==> src/rtl/ntt_layer_scheduler_pkg.sv <==
// Shared types and constants for the Kyber NTT layer scheduler.
//   state_e : scheduler FSM states
//   mode_e  : butterfly operand-pairing modes sent to the datapath
//   N_COEF, N_BU, ISSUE_PER_LAYER : transform geometry
package ntt_pkg;

  typedef enum logic [1:0] {
    IDLE  = 2'd0,
    ISSUE = 2'd1,
    DRAIN = 2'd2,
    DONE  = 2'd3
  } state_e;

  // Cross-word pairs two different words (len >= 8). LEN4/LEN2 pair
  // coefficients inside one word, on the two ports of consecutive words.
  typedef enum logic [1:0] {
    MODE_CROSS = 2'd0,
    MODE_LEN4  = 2'd1,
    MODE_LEN2  = 2'd2
  } mode_e;

  localparam int N_COEF          = 256;
  localparam int N_BU            = 8;
  // Each issue feeds all N_BU butterflies with two coefficients apiece.
  localparam int ISSUE_PER_LAYER = N_COEF / (2 * N_BU);

endpackage

==> src/rtl/ntt_layer_scheduler_if.sv <==
// Memory/datapath-side bus of the NTT layer scheduler.
//   rd_en_o, rd_addr_a_o, rd_addr_b_o, rd_mode_o, tw_base_o : read issue
//   wr_en_o, wr_addr_a_o, wr_addr_b_o, wr_mode_o            : write-back
// master: the scheduler drives everything; slave: banks/butterflies observe.
interface ntt_layer_scheduler_if #(
  parameter int ADDR_WIDTH = 5,
  parameter int TW_WIDTH   = 7
);

  logic                  rd_en_o;
  logic [ADDR_WIDTH-1:0] rd_addr_a_o;
  logic [ADDR_WIDTH-1:0] rd_addr_b_o;
  logic [1:0]            rd_mode_o;
  logic [TW_WIDTH-1:0]   tw_base_o;
  logic                  wr_en_o;
  logic [ADDR_WIDTH-1:0] wr_addr_a_o;
  logic [ADDR_WIDTH-1:0] wr_addr_b_o;
  logic [1:0]            wr_mode_o;

  modport master (
    output rd_en_o, rd_addr_a_o, rd_addr_b_o, rd_mode_o, tw_base_o,
    output wr_en_o, wr_addr_a_o, wr_addr_b_o, wr_mode_o
  );

  modport slave (
    input rd_en_o, rd_addr_a_o, rd_addr_b_o, rd_mode_o, tw_base_o,
    input wr_en_o, wr_addr_a_o, wr_addr_b_o, wr_mode_o
  );

endinterface

==> src/rtl/ntt_layer_scheduler_addr_delay.sv <==
// Latency-matched delay line that turns read issues into write-backs.
//   clk_i, rst_i           : clock, synchronous active-high reset
//   in_valid/in_addr_*/in_mode    : read issue entering the pipe
//   out_valid/out_addr_*/out_mode : same issue DEPTH cycles later (zero when invalid)
module ntt_addr_delay #(
  parameter int DEPTH      = 8,
  parameter int ADDR_WIDTH = 5
) (
  input  logic                  clk_i,
  input  logic                  rst_i,
  input  logic                  in_valid,
  input  logic [ADDR_WIDTH-1:0] in_addr_a,
  input  logic [ADDR_WIDTH-1:0] in_addr_b,
  input  logic [1:0]            in_mode,
  output logic                  out_valid,
  output logic [ADDR_WIDTH-1:0] out_addr_a,
  output logic [ADDR_WIDTH-1:0] out_addr_b,
  output logic [1:0]            out_mode
);

  localparam int PW = 2 * ADDR_WIDTH + 2;

  logic [DEPTH-1:0] valid_q;
  logic [PW-1:0]    payload_q [DEPTH];

  // Valid bits are cleared by reset so an aborted run issues no late writes.
  always_ff @(posedge clk_i) begin
    if (rst_i) begin
      valid_q <= '0;
    end else begin
      valid_q[0] <= in_valid;
      for (int i = 1; i < DEPTH; i++) valid_q[i] <= valid_q[i-1];
    end
  end

  // NOTE: the payload array is deliberately not reset; only the valid bits
  // need a known value, and the output gating below hides stale payload.
  always_ff @(posedge clk_i) begin
    payload_q[0] <= {in_addr_a, in_addr_b, in_mode};
    for (int i = 1; i < DEPTH; i++) payload_q[i] <= payload_q[i-1];
  end

  assign out_valid = valid_q[DEPTH-1];
  assign {out_addr_a, out_addr_b, out_mode} = out_valid ? payload_q[DEPTH-1] : '0;

endmodule

==> src/rtl/ntt_layer_scheduler.sv <==
// Issues the read/twiddle/write-back schedule for all layers of a 256-point
// Kyber NTT or INTT over 8 butterflies and 8 banks (coefficient i lives in
// bank i[2:0], word i[7:3]).
//   clk_i, rst_i : clock, synchronous active-high reset
//   start_i      : start pulse, accepted only in IDLE
//   is_ntt_i     : 1 = forward NTT, 0 = INTT, sampled with start_i
//   busy_o       : high from the cycle after start through the done_o cycle
//   done_o       : one-cycle completion pulse
//   is_ntt_o     : latched direction
//   layer_o      : layer index l currently being issued (0 when idle)
//   bus          : read issue / write-back bus (master side)
module ntt_layer_scheduler
  import ntt_pkg::*;
#(
  parameter int ADDR_WIDTH = 5,
  parameter int TW_WIDTH   = 7,
  parameter int RD_LATE    = 1,
  parameter int BU_LATE    = 7,
  parameter int NUM_LAYERS = 7
) (
  input  logic        clk_i,
  input  logic        rst_i,
  input  logic        start_i,
  input  logic        is_ntt_i,
  output logic        busy_o,
  output logic        done_o,
  output logic        is_ntt_o,
  output logic [2:0]  layer_o,
  ntt_layer_scheduler_if.master bus
);

  localparam int D   = RD_LATE + BU_LATE;
  localparam int DW  = $clog2(D + 1);
  localparam int TWX = TW_WIDTH + 1;

  localparam logic [2:0]    LAST_LAYER = 3'(NUM_LAYERS - 1);
  localparam logic [3:0]    ISSUE_LAST = 4'(ISSUE_PER_LAYER - 1);
  localparam logic [DW-1:0] DRAIN_LAST = DW'(D - 1);
  // Layers up to this index pair coefficients held in different words.
  localparam logic [2:0]    CROSS_LAST = 3'd4;

  state_e          state_q, state_d;
  logic [2:0]      layer_cnt_q;
  logic [3:0]      k_q;
  logic [DW-1:0]   drain_q;
  logic            is_ntt_q;

  logic [2:0]            l;
  logic [2:0]            s;
  logic [ADDR_WIDTH-1:0] kx;
  logic [TW_WIDTH-1:0]   kt;
  logic [TW_WIDTH-1:0]   g;
  logic [TWX-1:0]        tw_ext;

  logic                  rd_en;
  logic [ADDR_WIDTH-1:0] rd_a, rd_b;
  mode_e                 rd_mode;
  logic [TW_WIDTH-1:0]   tw;

  logic                  wr_en;
  logic [ADDR_WIDTH-1:0] wr_a, wr_b;
  logic [1:0]            wr_mode;

  // NOTE: every clocked process uses non-blocking assignments so all
  // registers update from the same pre-edge values.
  always_ff @(posedge clk_i) begin
    if (rst_i) state_q <= IDLE;
    else       state_q <= state_d;
  end

  always_comb begin
    state_d = state_q;
    case (state_q)
      IDLE:    if (start_i) state_d = ISSUE;
      ISSUE:   if (k_q == ISSUE_LAST) state_d = DRAIN;
      DRAIN:   if (drain_q == DRAIN_LAST)
                 state_d = (layer_cnt_q == LAST_LAYER) ? DONE : ISSUE;
      DONE:    state_d = IDLE;
      default: state_d = IDLE;
    endcase
  end

  always_ff @(posedge clk_i) begin
    if (rst_i) begin
      layer_cnt_q <= '0;
      k_q         <= '0;
      drain_q     <= '0;
      is_ntt_q    <= 1'b0;
    end else begin
      case (state_q)
        IDLE: if (start_i) begin
          is_ntt_q    <= is_ntt_i;
          layer_cnt_q <= '0;
          k_q         <= '0;
          drain_q     <= '0;
        end
        ISSUE: begin
          k_q     <= k_q + 4'd1;  // wraps 15 -> 0 ready for the next layer
          drain_q <= '0;
        end
        DRAIN: begin
          drain_q <= drain_q + DW'(1);
          if (drain_q == DRAIN_LAST && layer_cnt_q != LAST_LAYER)
            layer_cnt_q <= layer_cnt_q + 3'd1;
        end
        default: ;
      endcase
    end
  end

  // INTT walks the layers backwards, so len=2 comes first.
  assign l  = is_ntt_q ? layer_cnt_q : LAST_LAYER - layer_cnt_q;
  assign kx = ADDR_WIDTH'(k_q);
  assign kt = TW_WIDTH'(k_q);

  // NOTE: every output and temporary gets a default before the case logic,
  // so no path leaves a value held and no latch is inferred.
  always_comb begin
    busy_o   = (state_q != IDLE);
    done_o   = (state_q == DONE);
    is_ntt_o = is_ntt_q;
    layer_o  = busy_o ? l : 3'd0;
    rd_en    = 1'b0;
    rd_a     = '0;
    rd_b     = '0;
    rd_mode  = MODE_CROSS;
    tw       = '0;
    s        = '0;
    g        = '0;
    tw_ext   = '0;
    if (state_q == ISSUE) begin
      rd_en = 1'b1;
      if (l <= CROSS_LAST) begin
        // Insert a zero at bit s of k: the low s bits select the word within
        // a half-group, the upper bits pick the group of 2*len_w words.
        s    = CROSS_LAST - l;
        rd_a = ((kx >> s) << (s + 3'd1)) | (kx & ((ADDR_WIDTH'(1) << s) - ADDR_WIDTH'(1)));
        rd_b = rd_a + (ADDR_WIDTH'(1) << s);
        g    = kt >> s;
      end else if (l == CROSS_LAST + 3'd1) begin
        rd_a    = kx << 1;
        rd_b    = rd_a | ADDR_WIDTH'(1);
        rd_mode = MODE_LEN4;
        g       = kt << 1;
      end else begin
        rd_a    = kx << 1;
        rd_b    = rd_a | ADDR_WIDTH'(1);
        rd_mode = MODE_LEN2;
        g       = kt << 2;
      end
      // One spare bit keeps 2^(l+1)-1 exact at l=6 before truncation.
      if (is_ntt_q) tw_ext = (TWX'(1) << l) + TWX'(g);
      else          tw_ext = ((TWX'(1) << (l + 3'd1)) - TWX'(1)) - TWX'(g);
      tw = tw_ext[TW_WIDTH-1:0];
    end
  end

  ntt_addr_delay #(
    .DEPTH      (D),
    .ADDR_WIDTH (ADDR_WIDTH)
  ) u_delay (
    .clk_i      (clk_i),
    .rst_i      (rst_i),
    .in_valid   (rd_en),
    .in_addr_a  (rd_a),
    .in_addr_b  (rd_b),
    .in_mode    (rd_mode),
    .out_valid  (wr_en),
    .out_addr_a (wr_a),
    .out_addr_b (wr_b),
    .out_mode   (wr_mode)
  );

  assign bus.rd_en_o     = rd_en;
  assign bus.rd_addr_a_o = rd_a;
  assign bus.rd_addr_b_o = rd_b;
  assign bus.rd_mode_o   = rd_mode;
  assign bus.tw_base_o   = tw;
  assign bus.wr_en_o     = wr_en;
  assign bus.wr_addr_a_o = wr_a;
  assign bus.wr_addr_b_o = wr_b;
  assign bus.wr_mode_o   = wr_mode;

endmodule

==> src/flat_wrapper.sv <==
// flat-port wrapper written by rule: the top's interface ports become plain ports
module ntt_layer_scheduler_flat import ntt_pkg::*;
#(
  parameter int ADDR_WIDTH = 5,
  parameter int TW_WIDTH   = 7,
  parameter int RD_LATE    = 1,
  parameter int BU_LATE    = 7,
  parameter int NUM_LAYERS = 7
)
  (clk_i, rst_i, start_i, is_ntt_i, busy_o, done_o, is_ntt_o, layer_o, bus_rd_en_o, bus_rd_addr_a_o, bus_rd_addr_b_o, bus_rd_mode_o, bus_tw_base_o, bus_wr_en_o, bus_wr_addr_a_o, bus_wr_addr_b_o, bus_wr_mode_o);
  ntt_layer_scheduler_if #(.ADDR_WIDTH(ADDR_WIDTH), .TW_WIDTH(TW_WIDTH)) bus_i ();
  input  logic clk_i;
  input  logic rst_i;
  input  logic start_i;
  input  logic is_ntt_i;
  output logic busy_o;
  output logic done_o;
  output logic is_ntt_o;
  output logic [2:0] layer_o;
  output wire logic [$bits(bus_i.rd_en_o)-1:0] bus_rd_en_o;
  output wire logic [$bits(bus_i.rd_addr_a_o)-1:0] bus_rd_addr_a_o;
  output wire logic [$bits(bus_i.rd_addr_b_o)-1:0] bus_rd_addr_b_o;
  output wire logic [$bits(bus_i.rd_mode_o)-1:0] bus_rd_mode_o;
  output wire logic [$bits(bus_i.tw_base_o)-1:0] bus_tw_base_o;
  output wire logic [$bits(bus_i.wr_en_o)-1:0] bus_wr_en_o;
  output wire logic [$bits(bus_i.wr_addr_a_o)-1:0] bus_wr_addr_a_o;
  output wire logic [$bits(bus_i.wr_addr_b_o)-1:0] bus_wr_addr_b_o;
  output wire logic [$bits(bus_i.wr_mode_o)-1:0] bus_wr_mode_o;
  assign bus_rd_en_o = bus_i.rd_en_o;
  assign bus_rd_addr_a_o = bus_i.rd_addr_a_o;
  assign bus_rd_addr_b_o = bus_i.rd_addr_b_o;
  assign bus_rd_mode_o = bus_i.rd_mode_o;
  assign bus_tw_base_o = bus_i.tw_base_o;
  assign bus_wr_en_o = bus_i.wr_en_o;
  assign bus_wr_addr_a_o = bus_i.wr_addr_a_o;
  assign bus_wr_addr_b_o = bus_i.wr_addr_b_o;
  assign bus_wr_mode_o = bus_i.wr_mode_o;
  ntt_layer_scheduler #(.ADDR_WIDTH(ADDR_WIDTH), .TW_WIDTH(TW_WIDTH), .RD_LATE(RD_LATE), .BU_LATE(BU_LATE), .NUM_LAYERS(NUM_LAYERS)) u_core (.clk_i(clk_i), .rst_i(rst_i), .start_i(start_i), .is_ntt_i(is_ntt_i), .busy_o(busy_o), .done_o(done_o), .is_ntt_o(is_ntt_o), .layer_o(layer_o), .bus(bus_i));
endmodule
==> config.mk <==
export PLATFORM = sky130hd
export DESIGN_NAME = ntt_layer_scheduler_flat
export DESIGN_NICKNAME = d
export VERILOG_FILES = /design/src/rtl/ntt_layer_scheduler_pkg.sv /design/src/rtl/ntt_layer_scheduler_if.sv /design/src/rtl/ntt_layer_scheduler_addr_delay.sv /design/src/rtl/ntt_layer_scheduler.sv /design/src/flat_wrapper.sv
export SDC_FILE = /design/constraint.sdc
export NUM_CORES = 1
export LEC_CHECK = 0
export ABC_AREA = 1
export ABC_CLOCK_PERIOD_IN_PS = 6010
export CAP_MARGIN = 20
export CORE_UTILIZATION = 55
export DETAILED_ROUTE_END_ITERATION = 7
export GPL_ROUTABILITY_DRIVEN = 0
export PLACE_DENSITY = 0.77
export SKIP_LAST_GASP = 1
export SLEW_MARGIN = 5
export SYNTH_ARGS = -nofsm -noshare
export SYNTH_HDL_FRONTEND = slang
export SYNTH_SLANG_ARGS = --single-unit
==> constraint.sdc <==
create_clock -name clk_i -period 6.01 [get_ports clk_i]
set_input_delay 1.5025 -clock clk_i [delete_from_list [all_inputs] [get_ports clk_i]]
set_output_delay 1.5025 -clock clk_i [all_outputs]
set_load 0.01 [all_outputs]
# Word level (Yosys, flattened, before mapping)
# Memory sizes are Yosys's and may differ from the RTL's.
# Index checks and enable logic that the tools add are counted.
[classes] addsub=12 n_mul=0 div=0 order_cmp=1 eq_ne=12 n_shift=6 n_mux=27 bitwise=2 n_reduce_logical=11
[op_table] cell="7-bit 2-to-1 mux" count=4
[op_table] cell="5-bit 2-to-1 mux" count=4
[op_table] cell="2-bit 2-to-1 mux" count=7
[op_table] cell="1-bit by 3-bit << shifter with 7-bit output (first input constant)" count=2
[op_table] cell="12-bit 2-to-1 mux" count=1
[op_table] cell="3-bit 2-to-1 mux" count=4
[op_table] cell="4-bit case mux with 3 select lines" count=1
[op_table] cell="3-bit by 1-bit adder with 3-bit output (second input constant)" count=3
[op_table] cell="4-bit by 1-bit adder with 4-bit output (second input constant)" count=2
[op_table] cell="2-bit case mux with 4 select lines" count=1
[op_table] cell="4-bit case mux with 2 select lines" count=1
[op_table] cell="7-bit adder" count=1
[op_table] cell="4-bit by 3-bit >> shifter with 7-bit output" count=1
[op_table] cell="7-bit by 1-bit subtractor with 7-bit output (second input constant)" count=1
[op_table] cell="7-bit subtractor" count=1
[op_table] cell="3-bit == test (second input constant)" count=2
[op_table] cell="6-bit 2-to-1 mux" count=1
[op_table] cell="2-bit by 1-bit inequality test with 1-bit output (second input constant)" count=3
[op_table] cell="3-bit case mux with 2 select lines" count=1
[op_table] cell="2-bit AND reduction" count=3
[op_table] cell="3-bit AND reduction" count=2
[op_table] cell="2-bit nonzero test" count=3
[op_table] cell="3-bit subtractor (first input constant)" count=2
[op_table] cell="5-bit adder" count=1
[op_table] cell="other kinds (18)" count=19
[totals] ff_bits=22 latchBits=0 ram_bits=96 rom_bits=0 input_bits=4 out_inout_bits=39 elab_cells=78 memories=1
[memory_table] name="u_core.u_delay.payload_q" depth=8 width=12 rd=8 rd_ports_with_merged_regs=0 wr=8 line_no="ntt_layer_scheduler_addr_delay.sv:24" rtl="logic [PW-1:0] payload_q [DEPTH];"

# Depth between registers and ports, before layout
# Gate-level depths: netlist of run 1.
[depth] depth_word=10 ltp_mapped=28 ltp_nobuf=27

# Hierarchy
# From an unflattened synthesis of run 1, not the netlist that was laid out.
[hier_totals] cells_unflattened=507 area_unflattened_um2=4454.3
[by_module_without_submodules] mod="ntt_addr_delay" instances=1 cells_each=146 area_each_um2=2248.4 seq_area_each_um2=2082.0
[by_module_without_submodules] mod="ntt_layer_scheduler" instances=1 cells_each=361 area_each_um2=2205.9 seq_area_each_um2=280.3

# Worst setup path after synthesis of run 1
# OpenSTA, ideal clock, no wires.
[synth_path] path_kind="flip-flop to output port" from="register u_core.layer_cnt_q[0]" to="output bus_rd_addr_b_o[4]" arrival_time_ps=3644 required_ps=4507 path_slack_ps=864 stages_incl_launch_ff=27 path_buffers=1 cell_sequence="dfxtp_1 -> inv_1 -> clkbuf_1 -> ha_1 -> inv_1 -> nand2_1 -> nand2_1 -> inv_2 -> nor2_4 -> ha_1 -> inv_1 -> ha_1 -> inv_1 -> nor2_1 -> nand2_1 -> nand2_2 -> inv_2 -> fa_1 -> inv_1 -> nand2_1 -> nand2_1 -> a21oi_1 -> xor2_1 -> inv_1 -> nand2_1 -> nand2_1 -> a21oi_1"
[synth_between] elab_chain_cells=10 elab_cells_between_ends=14 classes_between="add/sub: 5; order compare: 1; shift: 3; mux: 3; bitwise: 2"
[synth_rtl] element="start, declared" line_no="ntt_layer_scheduler.sv:43" rtl="logic [2:0] layer_cnt_q;"
[synth_rtl] element="start signal, assigned" line_no="ntt_layer_scheduler.sv:104" rtl="layer_cnt_q <= layer_cnt_q + 3'd1;"
[synth_rtl] element="3-bit subtractor" line_no="ntt_layer_scheduler.sv:112" rtl="assign l = is_ntt_q ? layer_cnt_q : LAST_LAYER - layer_cnt_q;"
[synth_rtl] element="3-bit 2-to-1 mux (*)" line_no="ntt_layer_scheduler.sv:112"
[synth_rtl] element="3-bit subtractor" line_no="ntt_layer_scheduler.sv:136" rtl="s = CROSS_LAST - l;"
[synth_rtl] element="1-bit by 3-bit << shifter with 5-bit output" line_no="ntt_layer_scheduler.sv:137, ntt_layer_scheduler.sv:138"
[synth_rtl] element="5-bit by 1-bit subtractor with 5-bit output" line_no="ntt_layer_scheduler.sv:137" rtl="rd_a = ((kx >> s) << (s + 3'd1)) | (kx & ((ADDR_WIDTH'(1) << s) - ADDR_WIDTH'(1)));"
[synth_rtl] element="4-bit by 5-bit AND with 5-bit output" line_no="ntt_layer_scheduler.sv:137"
[synth_rtl] element="5-bit bitwise OR" line_no="ntt_layer_scheduler.sv:137"
[synth_rtl] element="5-bit adder" line_no="ntt_layer_scheduler.sv:138" rtl="rd_b = rd_a + (ADDR_WIDTH'(1) << s);"
[synth_rtl] element="5-bit 2-to-1 mux (*)" line_no="ntt_layer_scheduler.sv:133" rtl="if (l <= CROSS_LAST) begin"
[synth_rtl] element="5-bit 2-to-1 mux (*)" line_no="ntt_layer_scheduler.sv:131" rtl="if (state_q == ISSUE) begin"
[synth_rtl] element="end, declared" line_no="flat_wrapper.sv:22" rtl="output wire logic [$bits(bus_i.rd_addr_b_o)-1:0] bus_rd_addr_b_o;"
# Mark *: on every way between the ends. The rest lies on a longest branch, timed or not.

# Worst setup path in the final report of run 1
[layout_path] from="register u_core.layer_cnt_q[0]" to="output bus_rd_addr_b_o[1]"
# The elaborated chain is that of the path after synthesis.

==> results.ini, run 1 <==
[outcome]
status=finished, final reports clean

[job]
maxCapViolCount=0

[pwr]
power_density_nw_per_um2=624
cellLeakagePower_nw=2.61
vdd_drop_max_mv=0.383

[critical_path]
cpLargestDelayFamily=adder cells
path_cells=inv_1 > ha_1 > inv_1 > nand2_1 > nand2_2 > inv_2 > nor2_4 > ha_4 > inv_4 > nand2_1 > nor2_2 > nand3_1 > o22ai_2 > ha_1 > inv_1 > fa_1 > a211oi_1 > clkdlybuf4s50_1
slowest_delay_ns=0.60
worstSetupPathType=reg2out
cp.required_ns=4.51
end_kind=output pin
critPathMostFrequentCell=inv_1
critPathBufInv=6
path_max_fanout=7
crit_path_start_kind=register
slowest_stage=clkdlybuf4s50_1
cp.arrival_ns=4.22

[global_routing]
grt_pass1_vias=3294
grt_first_pass_wirelength_microns=14900
antenna_found_initial=0
grt_usage_pct=23.1
grt_max_degree=17
gr-total-overflow=0

[synthesis]
synth_cells=503
ys_seq_area_share_pct=53.4
synth-seq-cells=118
ys_warn_count=0
synth.cell_area_sq_um=4420
postSynthAreaPerCell_sq_um=8.79
synth_fp_nets=537
post_synth_num_cell_types=37

[drt]
vias_per_cell=5.06
first_pass_iters=5
avgRoutedWirePerCell_microns=13.7
first_iter_violations=227
wl_microns=9170
drc=0
antenna_left=0
vias=3403

[timing]
max_freq_ghz=0.175
setup_viol=0
hold_viol_final=0
finalCritPeriodShare_pct=95.3
tightest_slew_ns=0.616
finClkSkew_ns=0.0118
fin_hold_ws_ns=0.322
maxSlewHeadroom_pct=58.8
drv_slew=0
fin_crit_ns=5.73
rsz0062_at_grt=yes

[placement]
placed_area_sq_um=4920
portBuffers=42
hpwl_microns=6000

[clocking]
numCtsBuffers=17
cts_tree=yes
clk_pin_slew_worst_paths_ns=0.06
clk_latency_ns=0.50
clock_sinks=118
cts_htree_levels=4
holdBufCountCts=0
cts_buffer_depth=2
cts-root-buf=clkbuf_8

[die]
die_h_microns=91.7
initial_utilization_pct=56.9
num_rows=32
core_area_sq_um=7770
die_w_microns=91.7
die_area_sq_um=8400
ios=43

[final_layout]
syn2layout_area_growth_pct=26.1
multi_input_area_sq_um=1710
layout-drive-gt1-share_pct=13.9
nNetsFinal=591
nFillCells=566
stdcell_area_sq_um=5570
n_antenna_cell=0
ff_latch_area_sq_um=2360

[worst_hold_path]
min-delay-path-class=reg2reg

[per-layer routing]
metal  vias up  share of wire, %  global-route usage, %  wire (microns)
li1       1692                 -                      -               -
met4         0               3.0                   11.4             275
met3        35               5.4                   6.80             495
met1      1540                40                   24.9            3680
met5         -                 0                      0               0
met2       136                51                   41.2            4720
[final timing paths]
check                                                  endpoint                             from  slack [ns]  depth (start not counted)
worst max-delay path                         bus_rd_addr_b_o[1]            u_core.layer_cnt_q[0]        0.28                         18
worst min-delay path            u_core.u_delay.payload_q[1][32]  u_core.u_delay.payload_q[1][20]        0.32                          0
worst max register to register   u_core.u_delay.payload_q[0][6]            u_core.layer_cnt_q[0]        2.39                         25
worst min register to register  u_core.u_delay.payload_q[1][32]  u_core.u_delay.payload_q[1][20]        0.32                          0
[cell families (layout without fill, tap and decap cells)]
logic type               after synthesis  after routing  synth area share (%)
AND/OR/NAND/NOR                      171            171                  16.8
flip-flops                           118            118                  53.4
buffers and inverters                 99            166                  9.20
AO/OA/AOI/OAI                         80             80                  10.6
adder cells (fa/ha/maj)               30             30                  9.00
XOR/XNOR                               5              5                 0.991
[area by class of cell]
cell class / count / area share, %
multi-input cells: 286 / 30.8
clock buffers: 17 / 7.43
flip-flops and latches: 118 / 42.4
well taps: 102 / 2.29
inverters: 88 / 6.06
repair buffers: 46 / 8.24
clock inverters: 15 / 2.83
[report_power, final]
group | internal (W) | switching, W
logic | 0.000532 | 0.000895
registers | 0.00101 | 0.0000790
clock network | 0.000568 | 0.000392
total | 0.00211 | 0.00137
[sequential cells by signal, indices dropped and copies added (netlist names)]
register	cells
u_core.state_q	2
u_core.layer_cnt_q	3
u_core.u_delay.valid_q	8
u_core.u_delay.payload_q	96
u_core.drain_q	4
u_core.is_ntt_o	1
u_core.k_q	4
[stage by stage]
| stage | utilization, % | setup TNS, ns | std cells | power (W) | setup slack (ns) |
|---|---|---|---|---|---|
| after CTS | 71.0 | 0 | 671 | 0.00341 | 0.000549 |
| after detailed placement | 63.3 | 0 | 639 | 0.00239 | 0.219 |
| after global placement | 63.3 | 0 | 639 | 0.00236 | 0.420 |
| final | 71.7 | 0 | 672 | 0.00348 | 0.285 |
| after floorplan | - | 0 | 503 | 0.00201 | 0.864 |
| after global routing | 71.7 | -0.00673 | 672 | 0.00370 | -0.00673 |
[worst reg2reg max path: cells and delay by family (launching register included)]
kind	cells	cell delay, ns
compound gates	3	0.41
xor+xnor	1	0.19
fa+ha+maj	4	1.13
buf+inv	7	0.47
flops	1	0.35
simple gates	10	0.96
[layout by cell type (no fill, tap or decap), types with 3 or more instances in the layout]
cell type / n
a211oi_1: 4
a21oi_1: 31
a31oi_1: 3
buf_4: 3
clkbuf_16: 16
clkdlybuf4s50_1: 37
dfxtp_1: 118
dlymetal6s2s_1: 4
fa_1: 3
ha_1: 24
inv_1: 78
inv_2: 8
inv_6: 8
inv_8: 4
nand2_1: 82
nand2_2: 4
nand3_1: 18
nand4_1: 4
nor2_1: 46
nor2_2: 6
nor2_4: 3
o21ai_0: 22
o21ai_1: 5
o21ai_2: 3
or2_2: 4
xor2_1: 4
[cell usage after synthesis, drive strengths merged]
library cell  count  area [sq um]
o21ai            31           178
nor3              1          5.00
nor2             55           236
buf               7          60.1
o21bai            2          15.0
clkbuf            4          15.0
nand2            87           342
fa                3          60.1
xnor2             1          8.76
a31oi             3          18.8
dfxtp           118          2360
nand4             4          25.0
nand3            19           100
a221oi            1          8.76
inv              87           327
a211oi            5          37.5
a32o              1          10.0
o211ai            1          7.51
or2               4          25.0
nand3b            1          7.51
o211a             1          10.0
xor2              4          35.0
clkinv            1          5.00
o22ai             2          18.8
ha               27           338
a21oi            33           165
[what timing repair did]
action	in CTS	in global routing
pin swaps	0	6
endpoints found under the setup margin	3	6
gates resized for setup	8	20
buffers inserted	0	1
(Power assumes the default switching activity.)
==> run 2: changes to the inputs <==
--- a/config.mk
+++ b/config.mk
@@ -12,6 +12,7 @@
 export DETAILED_ROUTE_END_ITERATION = 7
 export GPL_ROUTABILITY_DRIVEN = 0
 export PLACE_DENSITY = 0.77
+export SKIP_CTS_REPAIR_TIMING = 1
 export SKIP_LAST_GASP = 1
 export SLEW_MARGIN = 5
 export SYNTH_ARGS = -nofsm -noshare
==> run 2 against run 1 <==
Highest routed layer unchanged; sequential power about the same; worst hold slack got worse by 0.00098 ns; worst setup slack worse by 0.052 ns; design area hardly changed; critical endpoint is now bus_tw_base_o[5]; critical path depth is 5 higher; clock skew shrank 0.0018 ns; combinational power is essentially flat.
==> results.ini, run 2 (synthesized netlist as in run 1, its figures left out) <==
[placement]
portBuffers=42
dp_cells=639
placed_area_sq_um=4920
hpwl_microns=6000
place_worst_setup_slack_ns=0.219

[critical_path]
slowest_stage=clkdlybuf4s50_1
critical_path_depth=23
cpLargestDelayFamily=simple AND/OR/NAND/NOR gates
critPathMostFrequentCell=nand2_1
slowest_delay_ns=0.53
worstSetupPathType=reg2out
timing.rr.end=u_core.u_delay.payload_q[0][6]
critPathBufInv=4
crit_path_start_kind=register
cp.arrival_ns=4.27
rrSetupSlack_ns=2.41
r2r_start=u_core.layer_cnt_q[0]
cp.required_ns=4.51
cp-endpoint=bus_tw_base_o[5]
end_kind=output pin
path_max_fanout=15
path_cells=buf_4 > ha_2 > xnor2_2 > nand2_1 > o21ai_4 > ha_4 > nor2_4 > nand2_8 > inv_6 > nor2_1 > o21ai_2 > inv_1 > ha_1 > nand2_1 > nand2_1 > a21oi_1 > or2_2 > nand2_1 > a21oi_1 > o21ai_0 > a21oi_1 > nor2_1 > clkdlybuf4s50_1
crit_start=u_core.layer_cnt_q[0]
ff2ff_path_depth=25

[global_routing]
grt_usage_pct=22.7
gr-total-overflow=0
grt_pass1_vias=3248
grt_max_degree=17
grt_first_pass_wirelength_microns=14600
antenna_found_initial=0

[timing]
hold_viol_final=0
tightest_slew_ns=0.607
fin_hold_ws_ns=0.321
drv_slew=0
finalCritPeriodShare_pct=96.1
setup_viol=0
finClkSkew_ns=0.00998
fin_crit_ns=5.78
max_freq_ghz=0.173
setup_ws_ns=0.233
maxSlewHeadroom_pct=59.4
rsz0062_at_grt=yes

[drt]
first_iter_violations=174
wl_met3_microns=485
met2WireLength_microns=4650
first_pass_iters=5
vias_per_cell=5.06
wl_microns=9110
drc=0
avgRoutedWirePerCell_microns=13.6
wl_met1_microns=3680
vias=3398
antenna_left=0
top_layer_used=met4

[job]
maxCapViolCount=0

[worst_hold_path]
min-delay-path-class=reg2reg

[pwr]
vdd_drop_max_mv=0.389
power_density_nw_per_um2=623
cellLeakagePower_nw=2.61

[die]
core_area_sq_um=7770
num_rows=32
ios=43
die_area_sq_um=8400
die_w_microns=91.7
die_h_microns=91.7
initial_utilization_pct=56.9

[final_layout]
top_regs=u_core.u_delay.payload_q (96), u_core.u_delay.valid_q (8)
n_antenna_cell=0
final_cell_mix=dfxtp_1 (118), nand2_1 (82), inv_1 (78)
regMostFlops=u_core.u_delay.payload_q
largest_register_ff_count=96
nNetsFinal=591
syn2layout_area_growth_pct=26.1
layout-drive-gt1-share_pct=13.7
stdcell_area_sq_um=5570
fin_cells=672
final_common_cell=dfxtp_1
nFillCells=566

[clocking]
cts_htree_levels=4
clk_latency_ns=0.50
cts_buffer_depth=2
clk_pin_slew_worst_paths_ns=0.06
cts_tree=yes
clock_sinks=118
cts-root-buf=clkbuf_8
numCtsBuffers=17

[outcome]
status=finished, final reports clean

[run 2: cell types whose count changed in the layout (fill, tap and decap cells not counted), sizes merged]
| cell | previous run | this run |
|---|---|---|
| clkdlybuf4s50 | 37 | 38 |
| clkbuf | 18 | 17 |
[run 2: worst reg2reg max path: cells and delay by family, from the launching register on]
kind	cells	cell delay, ns
and+or+nand+nor	10	0.98
adders and majority gates	4	1.13
xor gates and xnor gates	1	0.20
AOI/OAI and AO/OA	3	0.41
buffers and inverters	7	0.48
DFF	1	0.33
[run 2: worst min path at each step]
stage                                          from                         endpoint  slack, ns  depth (start not counted)
floorplan            u_core.u_delay.payload_q[0][0]  u_core.u_delay.payload_q[0][12]       0.31                          0
global placement    u_core.u_delay.payload_q[0][15]  u_core.u_delay.payload_q[0][27]       0.31                          0
detailed placement   u_core.u_delay.payload_q[0][8]  u_core.u_delay.payload_q[0][20]       0.31                          0
CTS                 u_core.u_delay.payload_q[1][20]  u_core.u_delay.payload_q[1][32]       0.32                          0
global route        u_core.u_delay.payload_q[1][20]  u_core.u_delay.payload_q[1][32]       0.32                          0
finish              u_core.u_delay.payload_q[1][20]  u_core.u_delay.payload_q[1][32]       0.32                          0
[run 2: per-layer routing]
layer  global-route usage [%]  vias up
li1                         -     1690
met4                     11.5        0
met2                     40.9      135
met3                     6.47       34
met5                        0        -
met1                     24.1     1539
[run 2: through the flow]
stage | power (W) | setup TNS, ns | util [%]
after floorplan | 0.00201 | 0 | -
after CTS | 0.00338 | -0.672 | 70.7
after global routing | 0.00369 | -0.0795 | 71.8
after global placement | 0.00236 | 0 | 63.3
final | 0.00347 | 0 | 71.8
after detailed placement | 0.00239 | 0 | 63.3
[run 2: where the power goes]
group          total, W  leakage (nW)  switching (W)  internal [W]
Sequential      0.00109         0.959      0.0000790       0.00101
Clock          0.000958         0.283       0.000391      0.000568
Combinational   0.00142          1.36       0.000888      0.000535
Total           0.00347          2.61        0.00136       0.00211
[run 2: layout make-up]
class / instances / area, sq um / area share, %
Clock buffer: 17 / 414 / 7.43
Clock inverter: 15 / 158 / 2.83
Inverter: 88 / 338 / 6.06
Multi-Input combinational cell: 286 / 1710 / 30.8
Sequential cell: 118 / 2360 / 42.4
Tap cell: 102 / 128 / 2.29
Timing Repair Buffer: 46 / 460 / 8.26
